`src/rtl/long_mul_pkg.sv`:
```
// Shared types for the radix-4 Booth multiplier: FSM states, Booth digit encoding
// and the window-to-digit recoding helper.
package mul_pkg;

    localparam int unsigned MUL_XLEN = 32;

    typedef enum logic {
        IDLE = 1'b0,
        RUN  = 1'b1
    } state_e;

    typedef enum logic [2:0] {
        DIG_ZERO = 3'b001,
        DIG_ONE  = 3'b010,
        DIG_TWO  = 3'b100
    } booth_mag_e;

    typedef struct packed {
        logic       neg;
        booth_mag_e mag;
    } booth_digit_t;

    // Window is {b[2i+1], b[2i], b[2i-1]}; digit = -2*w2 + w1 + w0.
    function automatic booth_digit_t booth_decode(input logic [2:0] w);
        booth_digit_t d;
        d.neg = w[2] & ~(w[1] & w[0]);
        case (w)
            3'b000, 3'b111: d.mag = DIG_ZERO;
            3'b011, 3'b100: d.mag = DIG_TWO;
            default:        d.mag = DIG_ONE;
        endcase
        return d;
    endfunction

endpackage

```
`src/rtl/long_mul_if.sv`:
```
// Start/finish handshake bundle shared by the M-extension multiply and divide units.
interface long_mul_if
    import mul_pkg::*;
#(
    parameter int unsigned XLEN = MUL_XLEN
);
    logic            en;
    logic [XLEN-1:0] a;
    logic [XLEN-1:0] b;
    logic            uns_a;
    logic            uns_b;
    logic [XLEN-1:0] lo;
    logic [XLEN-1:0] hi;
    logic            busy;
    logic            fin;

    modport master (output en, a, b, uns_a, uns_b, input lo, hi, busy, fin);
    modport slave  (input en, a, b, uns_a, uns_b, output lo, hi, busy, fin);
endinterface

```
`src/rtl/long_mul_booth_enc.sv`:
```
// Combinational Booth recoder: 3-bit multiplier window to a partial product in
// one's complement form plus the carry-in that completes the negation.
module booth_enc
    import mul_pkg::*;
#(
    parameter int unsigned XLEN = MUL_XLEN
) (
    input  logic [2:0]      win,
    input  logic [XLEN+1:0] a_ext,
    output logic [XLEN+2:0] pp,
    output logic            cin
);
    booth_digit_t    dig;
    logic [XLEN+2:0] sel;

    always_comb begin
        dig = booth_decode(win);
        case (dig.mag)
            DIG_ONE: sel = {a_ext[XLEN+1], a_ext};
            DIG_TWO: sel = {a_ext, 1'b0};
            default: sel = '0;
        endcase
        pp  = dig.neg ? ~sel : sel;
        cin = dig.neg;
    end
endmodule

```
`src/rtl/long_mul.sv`:
```
// Multi-cycle radix-4 Booth multiplier, full 2*XLEN product, en/fin handshake.
// Optional LONG_MUL_EARLY_EXIT_EN finishes as soon as the remaining digits are all zero.
module long_mul
    import mul_pkg::*;
#(
    parameter int unsigned XLEN = MUL_XLEN
) (
    input logic       clk,
    input logic       rst,
    long_mul_if.slave bus
);
    localparam int unsigned NDIG = XLEN / 2 + 1;
    localparam int unsigned EW   = XLEN + 2;
    localparam int unsigned AW   = XLEN + 4;
    localparam int unsigned PW   = XLEN + 3;
    localparam int unsigned CW   = AW + EW;
    localparam int unsigned CNTW = $clog2(NDIG);
    localparam logic [CNTW-1:0] LAST = CNTW'(NDIG - 1);

    state_e          state, state_n;
    logic [EW-1:0]   a_reg, a_reg_n;
    logic [EW-1:0]   mreg, mreg_n;
    logic            bprev, bprev_n;
    logic [AW-1:0]   acc, acc_n;
    logic [CNTW-1:0] cnt, cnt_n;
    logic [XLEN-1:0] lo_q, lo_n, hi_q, hi_n;
    logic            busy_q, busy_n, fin_q, fin_n;

    logic [PW-1:0]   pp;
    logic            pp_cin;
    logic [AW-1:0]   acc_sum;
    logic [CW-1:0]   run_step, step;
    logic            early;

    booth_enc #(.XLEN(XLEN)) u_enc (
        .win  ({mreg[1:0], bprev}),
        .a_ext(a_reg),
        .pp   (pp),
        .cin  (pp_cin)
    );

    // {acc, mreg} is one product register: consumed multiplier bits leave the
    // bottom while finished product bits enter from acc.
    always_comb begin
        acc_sum  = acc + {pp[PW-1], pp} + AW'(pp_cin);
        run_step = $signed({acc_sum, mreg}) >>> 2;
    end

`ifdef LONG_MUL_EARLY_EXIT_EN
    logic [EW-1:0]   live;
    logic [CNTW+1:0] rem2;
    logic [CW-1:0]   skip_step;

    always_comb begin
        live      = {EW{1'b1}} >> {cnt, 1'b0};
        rem2      = ((CNTW+2)'(NDIG) - (CNTW+2)'(cnt)) << 1;
        skip_step = $signed({acc, mreg}) >>> rem2;
        early     = (((mreg & live) == '0) && !bprev) ||
                    (((mreg | ~live) == '1) && bprev);
        step      = early ? skip_step : run_step;
    end
`else
    always_comb begin
        early = 1'b0;
        step  = run_step;
    end
`endif

    always_comb begin
        state_n = state;
        a_reg_n = a_reg;
        mreg_n  = mreg;
        bprev_n = bprev;
        acc_n   = acc;
        cnt_n   = cnt;
        lo_n    = lo_q;
        hi_n    = hi_q;
        busy_n  = busy_q;
        fin_n   = 1'b0;
        case (state)
            IDLE: begin
                if (bus.en) begin
                    a_reg_n = {{2{~bus.uns_a & bus.a[XLEN-1]}}, bus.a};
                    mreg_n  = {{2{~bus.uns_b & bus.b[XLEN-1]}}, bus.b};
                    bprev_n = 1'b0;
                    acc_n   = '0;
                    cnt_n   = '0;
                    busy_n  = 1'b1;
                    state_n = RUN;
                end
            end
            RUN: begin
                {acc_n, mreg_n} = step;
                bprev_n         = mreg[1];
                cnt_n           = cnt + CNTW'(1);
                if (early || cnt == LAST) begin
                    {hi_n, lo_n} = step[2*XLEN-1:0];
                    fin_n        = 1'b1;
                    busy_n       = 1'b0;
                    cnt_n        = '0;
                    state_n      = IDLE;
                end
            end
            default: state_n = IDLE;
        endcase
    end

    always_ff @(posedge clk) begin
        if (rst) state <= IDLE;
        else     state <= state_n;
    end

    always_ff @(posedge clk) begin
        if (rst) begin
            a_reg  <= '0;
            mreg   <= '0;
            bprev  <= 1'b0;
            acc    <= '0;
            cnt    <= '0;
            lo_q   <= '0;
            hi_q   <= '0;
            busy_q <= 1'b0;
            fin_q  <= 1'b0;
        end else begin
            a_reg  <= a_reg_n;
            mreg   <= mreg_n;
            bprev  <= bprev_n;
            acc    <= acc_n;
            cnt    <= cnt_n;
            lo_q   <= lo_n;
            hi_q   <= hi_n;
            busy_q <= busy_n;
            fin_q  <= fin_n;
        end
    end

    assign bus.lo   = lo_q;
    assign bus.hi   = hi_q;
    assign bus.busy = busy_q;
    assign bus.fin  = fin_q;

endmodule
```
`src/flat_wrapper.sv`:
```
// flat-port wrapper written by rule: the top's interface ports become plain ports
module long_mul_flat import mul_pkg::*;
#(
    parameter int unsigned XLEN = MUL_XLEN
)
  (clk, rst, bus_en, bus_a, bus_b, bus_uns_a, bus_uns_b, bus_lo, bus_hi, bus_busy, bus_fin);
  long_mul_if #(.XLEN(XLEN)) bus_i ();
  input logic clk;
  input logic rst;
  input wire logic [$bits(bus_i.en)-1:0] bus_en;
  input wire logic [$bits(bus_i.a)-1:0] bus_a;
  input wire logic [$bits(bus_i.b)-1:0] bus_b;
  input wire logic [$bits(bus_i.uns_a)-1:0] bus_uns_a;
  input wire logic [$bits(bus_i.uns_b)-1:0] bus_uns_b;
  output wire logic [$bits(bus_i.lo)-1:0] bus_lo;
  output wire logic [$bits(bus_i.hi)-1:0] bus_hi;
  output wire logic [$bits(bus_i.busy)-1:0] bus_busy;
  output wire logic [$bits(bus_i.fin)-1:0] bus_fin;
  assign bus_i.en = bus_en;
  assign bus_i.a = bus_a;
  assign bus_i.b = bus_b;
  assign bus_i.uns_a = bus_uns_a;
  assign bus_i.uns_b = bus_uns_b;
  assign bus_lo = bus_i.lo;
  assign bus_hi = bus_i.hi;
  assign bus_busy = bus_i.busy;
  assign bus_fin = bus_i.fin;
  long_mul #(.XLEN(XLEN)) u_core (.clk(clk), .rst(rst), .bus(bus_i));
endmodule
```
`config.mk`:
```
export PLATFORM = sky130hd
export DESIGN_NAME = long_mul_flat
export DESIGN_NICKNAME = d
export VERILOG_FILES = /design/src/rtl/long_mul_pkg.sv /design/src/rtl/long_mul_if.sv /design/src/rtl/long_mul_booth_enc.sv /design/src/rtl/long_mul.sv /design/src/flat_wrapper.sv
export SDC_FILE = /design/constraint.sdc
export NUM_CORES = 1
export LEC_CHECK = 0
export CAP_MARGIN = 10
export CORE_UTILIZATION = 58
export DETAILED_ROUTE_END_ITERATION = 10
export DONT_BUFFER_PORTS = 1
export PLACE_DENSITY_LB_ADDON = 0.15
export SETUP_SLACK_MARGIN = 0.2
export SYNTH_ARGS = -nofsm -noshare
export SYNTH_HDL_FRONTEND = slang
export SYNTH_SLANG_ARGS = --single-unit
```
`constraint.sdc`:
```
create_clock -name clk -period 4.1 [get_ports clk]
set_input_delay 0.82 -clock clk [delete_from_list [all_inputs] [get_ports clk]]
set_output_delay 0.82 -clock clk [all_outputs]
set_load 0.01 [all_outputs]
```
==> results.py, run 1 <==
metrics = {
    "run_status": {
        "status": "finished, final reports clean",
    },
    "clock_tree": {
        "cts_buffer_depth": 2,
        "clk_pin_slew_worst_paths_ns": 0.08,
        "insertion_delay_ns": 0.44,
        "cts_inserted_buffers": 17,
        "cts.sinks": 174,
        "cts_tree": "yes",
        "cts_root_buffer": "clkbuf_16",
        "cts_hold_buf": 0,
        "htreeDepth": 4,
    },
    "routing": {
        "wl_um": 22700,
        "drt_drc_violations_left": 0,
        "wire_per_inst_um": 16.9,
        "dr.pass1.iters": 5,
        "vias": 7959,
        "drtAntennaViolNets": 0,
        "drt_iter0_drc": 574,
        "drt-vias-per-instance": 5.93,
    },
    "yosys": {
        "synth_mux_area_share_pct": 3.86,
        "synth_fa_ha_area_share_pct": 5.00,
        "syn-mean-instance-area_sq_um": 7.85,
        "syn_nets": 1271,
        "syn_inst": 1166,
        "yosysUniqueCellTypes": 62,
        "synthSimpleGateAreaFrac_pct": 22.3,
        "yosys_most_used_dff": "dfxtp_1",
        "synth-async-reset-ratio_pct": 0,
        "synth.area.top_cells": "dfxtp_1, a21oi_1, nand2_1",
        "synth_common_cells": "nand2_1, dfxtp_1, a21oi_1",
        "synth_top_area_share_pct": 38.1,
        "synth_compound_area_share_pct": 21.1,
        "yosysWarnings": 0,
        "post-synth-top-area-cell": "dfxtp_1",
        "ys_seq_elements": 174,
        "post-synth-top-count-cell": "nand2_1",
        "syn-cell-area_sq_mm": 0.00915,
        "synth_edf_count": 0,
        "yosysSeqAreaShare_pct": 38.1,
        "synth_top_family_by_area": "simple AND/OR/NAND/NOR gates",
        "synthXorXnorAreaFrac_pct": 5.74,
    },
    "placement": {
        "io_buffers": 0,
        "dp_hpwl_um": 15100,
        "gp_congestion": 0.966,
    },
    "global_route": {
        "grt_use_total_pct": 28.4,
        "grt_pass1_vias": 7479,
        "grt_overflow": 0,
        "grt_pass1_wl_um": 37000,
        "grt_max_degree": 168,
        "antenna_found_initial": 0,
    },
    "setup_path": {
        "critPathCaptureType": "flop",
        "cp-start-kind": "flop",
        "required_ns": 4.46,
        "cpPeakStageDelay_ns": 0.47,
        "crit_family": "compound AO/OA/AOI/OAI gates",
        "r2r_cells": 14,
        "slowest_stage": "a21boi_0",
        "crit_path_max_fanout": 23,
        "cp.arrival_ns": 4.10,
        "crit_chain": "nand2_1, nor2_2, buf_4, buf_4, a221o_1, ha_1, a21oi_1, o21ai_0, nor2b_1, a211oi_1, a21boi_0, o21bai_1, and3_1, o21ai_0",
        "cp.depth": 14,
        "critPathKind": "flop to flop",
        "crit_buf_inv": 2,
    },
    "timing": {
        "fin_worst_skew_ns": 0.0112,
        "slew_viol_final": 0,
        "rsz0062_at_grt": "no",
        "setup_tns_ns": 0,
        "hold_viol": 0,
        "maxSlewHeadroom_pct": 39.1,
        "worst_pin_slew_ns": 0.913,
        "setup_viol": 0,
        "fin_crit_sh_pct": 91.2,
        "min_period_ns": 3.74,
        "fmax_ghz": 0.268,
    },
    "floorplanning": {
        "die_w_um": 128,
        "dieArea_sq_mm": 0.0163,
        "ioPinCount": 135,
        "initial_utilization_pct": 59.8,
        "die_h_um": 128,
        "core_sq_mm": 0.0153,
        "floorplan.rows": 45,
    },
    "cells_and_area": {
        "num_antenna_cells": 0,
        "area_growth_pct": 8.18,
        "nets": 1224,
        "drive_above_1_share_pct": 6.63,
        "fill_cells": 1391,
    },
    "power_and_ir_drop": {
        "p_leak_nw": 4.06,
        "power_density_mw_per_mm2": 395,
        "fin_total_pwr_w": 0.00391,
        "peakVddDrop_v": 0.000310,
    },
    "job": {
        "cap_violations": 0,
    },
    "hold_path": {
        "holdPathStages": 1,
        "min-delay-path-class": "input pin to flop",
    },
}
[worst paths after layout]
check / start / to / slack [ns]
worst max-delay path: u_core.mreg[0]$_SDFFE_PP0P_ / u_core.acc[34]$_SDFFE_PP0P_ / 0.36
worst min-delay path: rst / u_core.bus.hi[30]$_SDFFE_PP0P_ / 0.44
worst max register to register: u_core.mreg[0]$_SDFFE_PP0P_ / u_core.acc[34]$_SDFFE_PP0P_ / 0.36
worst min register to register: u_core.mreg[33]$_SDFFE_PP0P_ / u_core.bus.lo[31]$_SDFFE_PP0P_ / 0.47
[logic make-up (layout without fill, tap and decap cells)]
kind of cell             Yosys count  count (layout)
AO/OA/AOI/OAI                    304             304
XOR/XNOR                          60              60
adder cells (fa/ha/maj)           36              36
buffers and inverters             94              60
flip-flops                       174             174
multiplexers                      35              35
AND/OR/NAND/NOR                  463             463
[power breakdown]
part           total, W  switching [W]  leakage, nW  internal (W)
combinational  0.000434       0.000256         2.34      0.000178
sequential      0.00182      0.0000710         1.42       0.00175
clock           0.00166       0.000823        0.299      0.000836
[per-stage QoR]
stage | std cells | area, sq um | utilization, % | hold slack [ns] | setup slack, ns
finish | 1343 | 9900 | 64.6 | 0.440 | 0.362
global route | 1343 | 9900 | 64.6 | 0.429 | 0.198
floorplan | 1166 | 9150 | - | 0.445 | 0.208
global placement | 1309 | 9220 | 60.2 | 0.451 | 0.370
detailed placement | 1309 | 9220 | 60.2 | 0.456 | 0.253
CTS | 1341 | 9830 | 64.2 | 0.438 | 0.227
[timing repair]
item	4_1_cts	5_1_grt
gates resized for setup	0	11
endpoints found under the setup margin	0	22
setup buffers	0	2
[metal layers]
layer | wire, um | track usage, % | vias to the layer above
met5 | 0 | 0 | -
met4 | 483 | 11.2 | 0
met3 | 1210 | 5.49 | 36
met2 | 10700 | 46.0 | 214
met1 | 10300 | 37.4 | 3739
li1 | - | - | 3970
[area by class of cell]
cell class	count	area (sq um)	area share [%]
clock buffer	17	425	4.30
clock inverter	15	181	1.83
inverter	12	45.0	0.455
multi-input combinational	898	5350	54.1
sequential	174	3490	35.3
tap	211	264	2.67
timing repair buffer	16	140	1.42
[cells in the final DEF (no fill, tap or decap), drive strengths merged, types with 8 or more instances in the layout]
cell type / netlist / final
mux2i: 33 / 33
nor2b: 9 / 9
xnor2: 17 / 17
nor3b: 21 / 21
nand3: 18 / 18
nand2b: 8 / 8
dfxtp: 174 / 174
nor3: 11 / 11
xor2: 43 / 43
nor2: 160 / 160
nand2: 199 / 199
nand3b: 11 / 11
a21oi: 167 / 167
a21o: 19 / 19
a221o: 31 / 31
buf: 14 / 16
ha: 35 / 35
inv: 11 / 21
o21a: 8 / 8
clkbuf: 68 / 17
o21ai: 24 / 24
Note: power is estimated with default switching activity, not from simulation.
==> run 2: changes to the inputs <==
--- a/config.mk
+++ b/config.mk
@@ -13,4 +13,5 @@
 export SETUP_SLACK_MARGIN = 0.2
 export SYNTH_ARGS = -nofsm -noshare
 export SYNTH_HDL_FRONTEND = slang
+export SYNTH_HIERARCHICAL = 1
 export SYNTH_SLANG_ARGS = --single-unit
==> results.py, run 2 <==
metrics = {
    "global_route": {
        "grt_use_total_pct": 28.3,
        "antenna_found_initial": 0,
        "grt_pass1_vias": 7912,
        "grt_pass1_wl_um": 40100,
        "grt_overflow": 0,
        "grt_max_degree": 155,
    },
    "setup_path": {
        "critPathCaptureType": "flop",
        "cp.arrival_ns": 4.04,
        "cp-start-kind": "flop",
        "crit_path_max_fanout": 40,
        "required_ns": 4.42,
        "critPathKind": "flop to flop",
    },
    "run_status": {
        "status": "finished, final reports clean",
    },
    "timing": {
        "fmax_ghz": 0.269,
        "fin_worst_skew_ns": 0.0136,
        "slew_viol_final": 0,
        "rsz0062_at_grt": "no",
        "worst_pin_slew_ns": 1.14,
        "fin_crit_sh_pct": 90.6,
        "hold_viol": 0,
        "setup_tns_ns": 0,
        "setup_viol": 0,
        "maxSlewHeadroom_pct": 23.7,
        "min_period_ns": 3.72,
    },
    "floorplanning": {
        "floorplan.rows": 47,
        "core_sq_mm": 0.0166,
        "die_w_um": 132,
        "die_h_um": 132,
        "initial_utilization_pct": 59.2,
        "ioPinCount": 135,
        "dieArea_sq_mm": 0.0175,
    },
    "clock_tree": {
        "cts_tree": "yes",
        "cts.sinks": 174,
        "insertion_delay_ns": 0.45,
        "htreeDepth": 4,
        "cts_inserted_buffers": 17,
        "cts_buffer_depth": 2,
        "cts_setup_buffers": 0,
        "cts_root_buffer": "clkbuf_16",
        "clk_pin_slew_worst_paths_ns": 0.07,
    },
    "cells_and_area": {
        "nets": 1251,
        "final_common_cell": "nand2_1",
        "multi_input_area_sq_mm": 0.00591,
        "area_growth_pct": 6.82,
        "fill_cells": 1513,
        "num_antenna_cells": 0,
        "drive_above_1_share_pct": 9.51,
        "stdcell_area_sq_mm": 0.0105,
        "regArea_sq_mm": 0.00349,
        "layout_common_cells": "nand2_1, a21oi_1, dfxtp_1",
    },
    "power_and_ir_drop": {
        "power_density_mw_per_mm2": 379,
        "p_leak_nw": 3.84,
        "peakVddDrop_v": 0.000321,
    },
    "routing": {
        "drt_drc_violations_left": 0,
        "drt_iter0_drc": 864,
        "drtAntennaViolNets": 0,
        "drt-vias-per-instance": 6.13,
        "vias": 8440,
        "wire_per_inst_um": 17.8,
        "wl_um": 24500,
        "dr.pass1.iters": 5,
    },
    "placement": {
        "dp_hpwl_um": 15900,
        "io_buffers": 0,
        "gp_congestion": 0.900,
        "place_area_sq_mm": 0.00983,
    },
    "yosys": {
        "syn-mean-instance-area_sq_um": 8.13,
        "yosys_most_used_dff": "dfxtp_1",
        "yosysUniqueCellTypes": 77,
        "syn-cell-area_sq_mm": 0.00982,
        "synth_top_area_share_pct": 35.5,
        "post-synth-top-count-cell": "nand2_1",
        "post-synth-top-area-cell": "dfxtp_1",
        "syn_nets": 1315,
        "synth-async-reset-ratio_pct": 0,
        "synth_edf_count": 0,
        "ys_seq_elements": 174,
        "syn_inst": 1208,
        "yosysWarnings": 6,
        "synth_common_cells": "nand2_1, a21oi_1, dfxtp_1",
        "synth.area.top_cells": "dfxtp_1, a21oi_1, nand2_1",
        "yosysSeqAreaShare_pct": 35.5,
    },
    "job": {
        "cap_violations": 0,
    },
    "hold_path": {
        "min-delay-path-class": "input pin to flop",
    },
}
run 2: area by class of cell:
cell class	instances	area share (%)
Sequential cell	174	33.3
Clock inverter	15	1.74
Clock buffer	17	4.06
Timing Repair Buffer	15	1.30
Tap cell	220	2.62
Inverter	19	0.680
Multi-Input combinational cell	917	56.3
run 2: stage by stage:
step	power [W]	hold WS (ns)	util (%)	setup slack [ns]	instances
2_1_floorplan	0.00228	0.430	-	0.787	1208
3_3_place_gp	0.00235	0.439	59.3	0.236	1345
3_5_place_dp	0.00235	0.446	59.3	0.151	1345
4_1_cts	0.00399	0.440	63.0	0.220	1377
5_1_grt	0.00413	0.431	63.2	0.197	1377
6_report	0.00398	0.456	63.2	0.384	1377
run 2: logic make-up after synthesis:
logic type	count (synthesis)	synth area share (%)
simple gates	444	21.3
compound gates	338	24.2
flops	174	35.5
buf+inv	117	4.92
xor+xnor	61	5.44
fa+ha+maj	38	5.00
mux	36	3.68
run 2: final timing paths:
kind / slack, ns / from / to / cells past startpoint
worst max register to register: 0.38 / u_core/bprev$_SDFFE_PP0P_ / u_core/acc[26]$_SDFFE_PP0P_ / 13
worst min-delay path: 0.46 / rst / u_core/a_reg[30]$_SDFFE_PP0P_ / 1
worst min register to register: 0.46 / u_core/acc[32]$_SDFFE_PP0P_ / u_core/acc[32]$_SDFFE_PP0P_ / 2
worst max-delay path: 0.38 / u_core/bprev$_SDFFE_PP0P_ / u_core/acc[26]$_SDFFE_PP0P_ / 13
run 2: critical path, cell delays in order, from the launching register on:
cell	delay, ns
dfxtp_1	0.38
buf_8	0.23
or3b_1	0.45
buf_6	0.20
o221ai_1	0.20
ha_1	0.32
nor2b_4	0.15
o31a_4	0.32
o311a_4	0.33
o21ai_4	0.17
a21oi_2	0.10
a2111oi_4	0.48
xor2_1	0.18
o21ai_1	0.08
run 2: timing repair:
action,4_1_cts,5_1_grt
gates resized for setup,1,10
pin swaps,0,0
hold buffers,0,0
setup endpoints to repair,6,31
run 2: report_power, final:
group,internal (W),switching (W)
sequential,0.00175,0.0000783
clock,0.000832,0.000816
combinational,0.000206,0.000297
run 2: routing by layer:
metal  GRT usage, %  vias to the layer above  routed length (um)
met5              0                        -                   0
met4           7.62                        0                 337
met3           7.11                       25                1620
met2           45.0                      230               11200
met1           38.1                     4020               11300
li1               -                     4165                   -
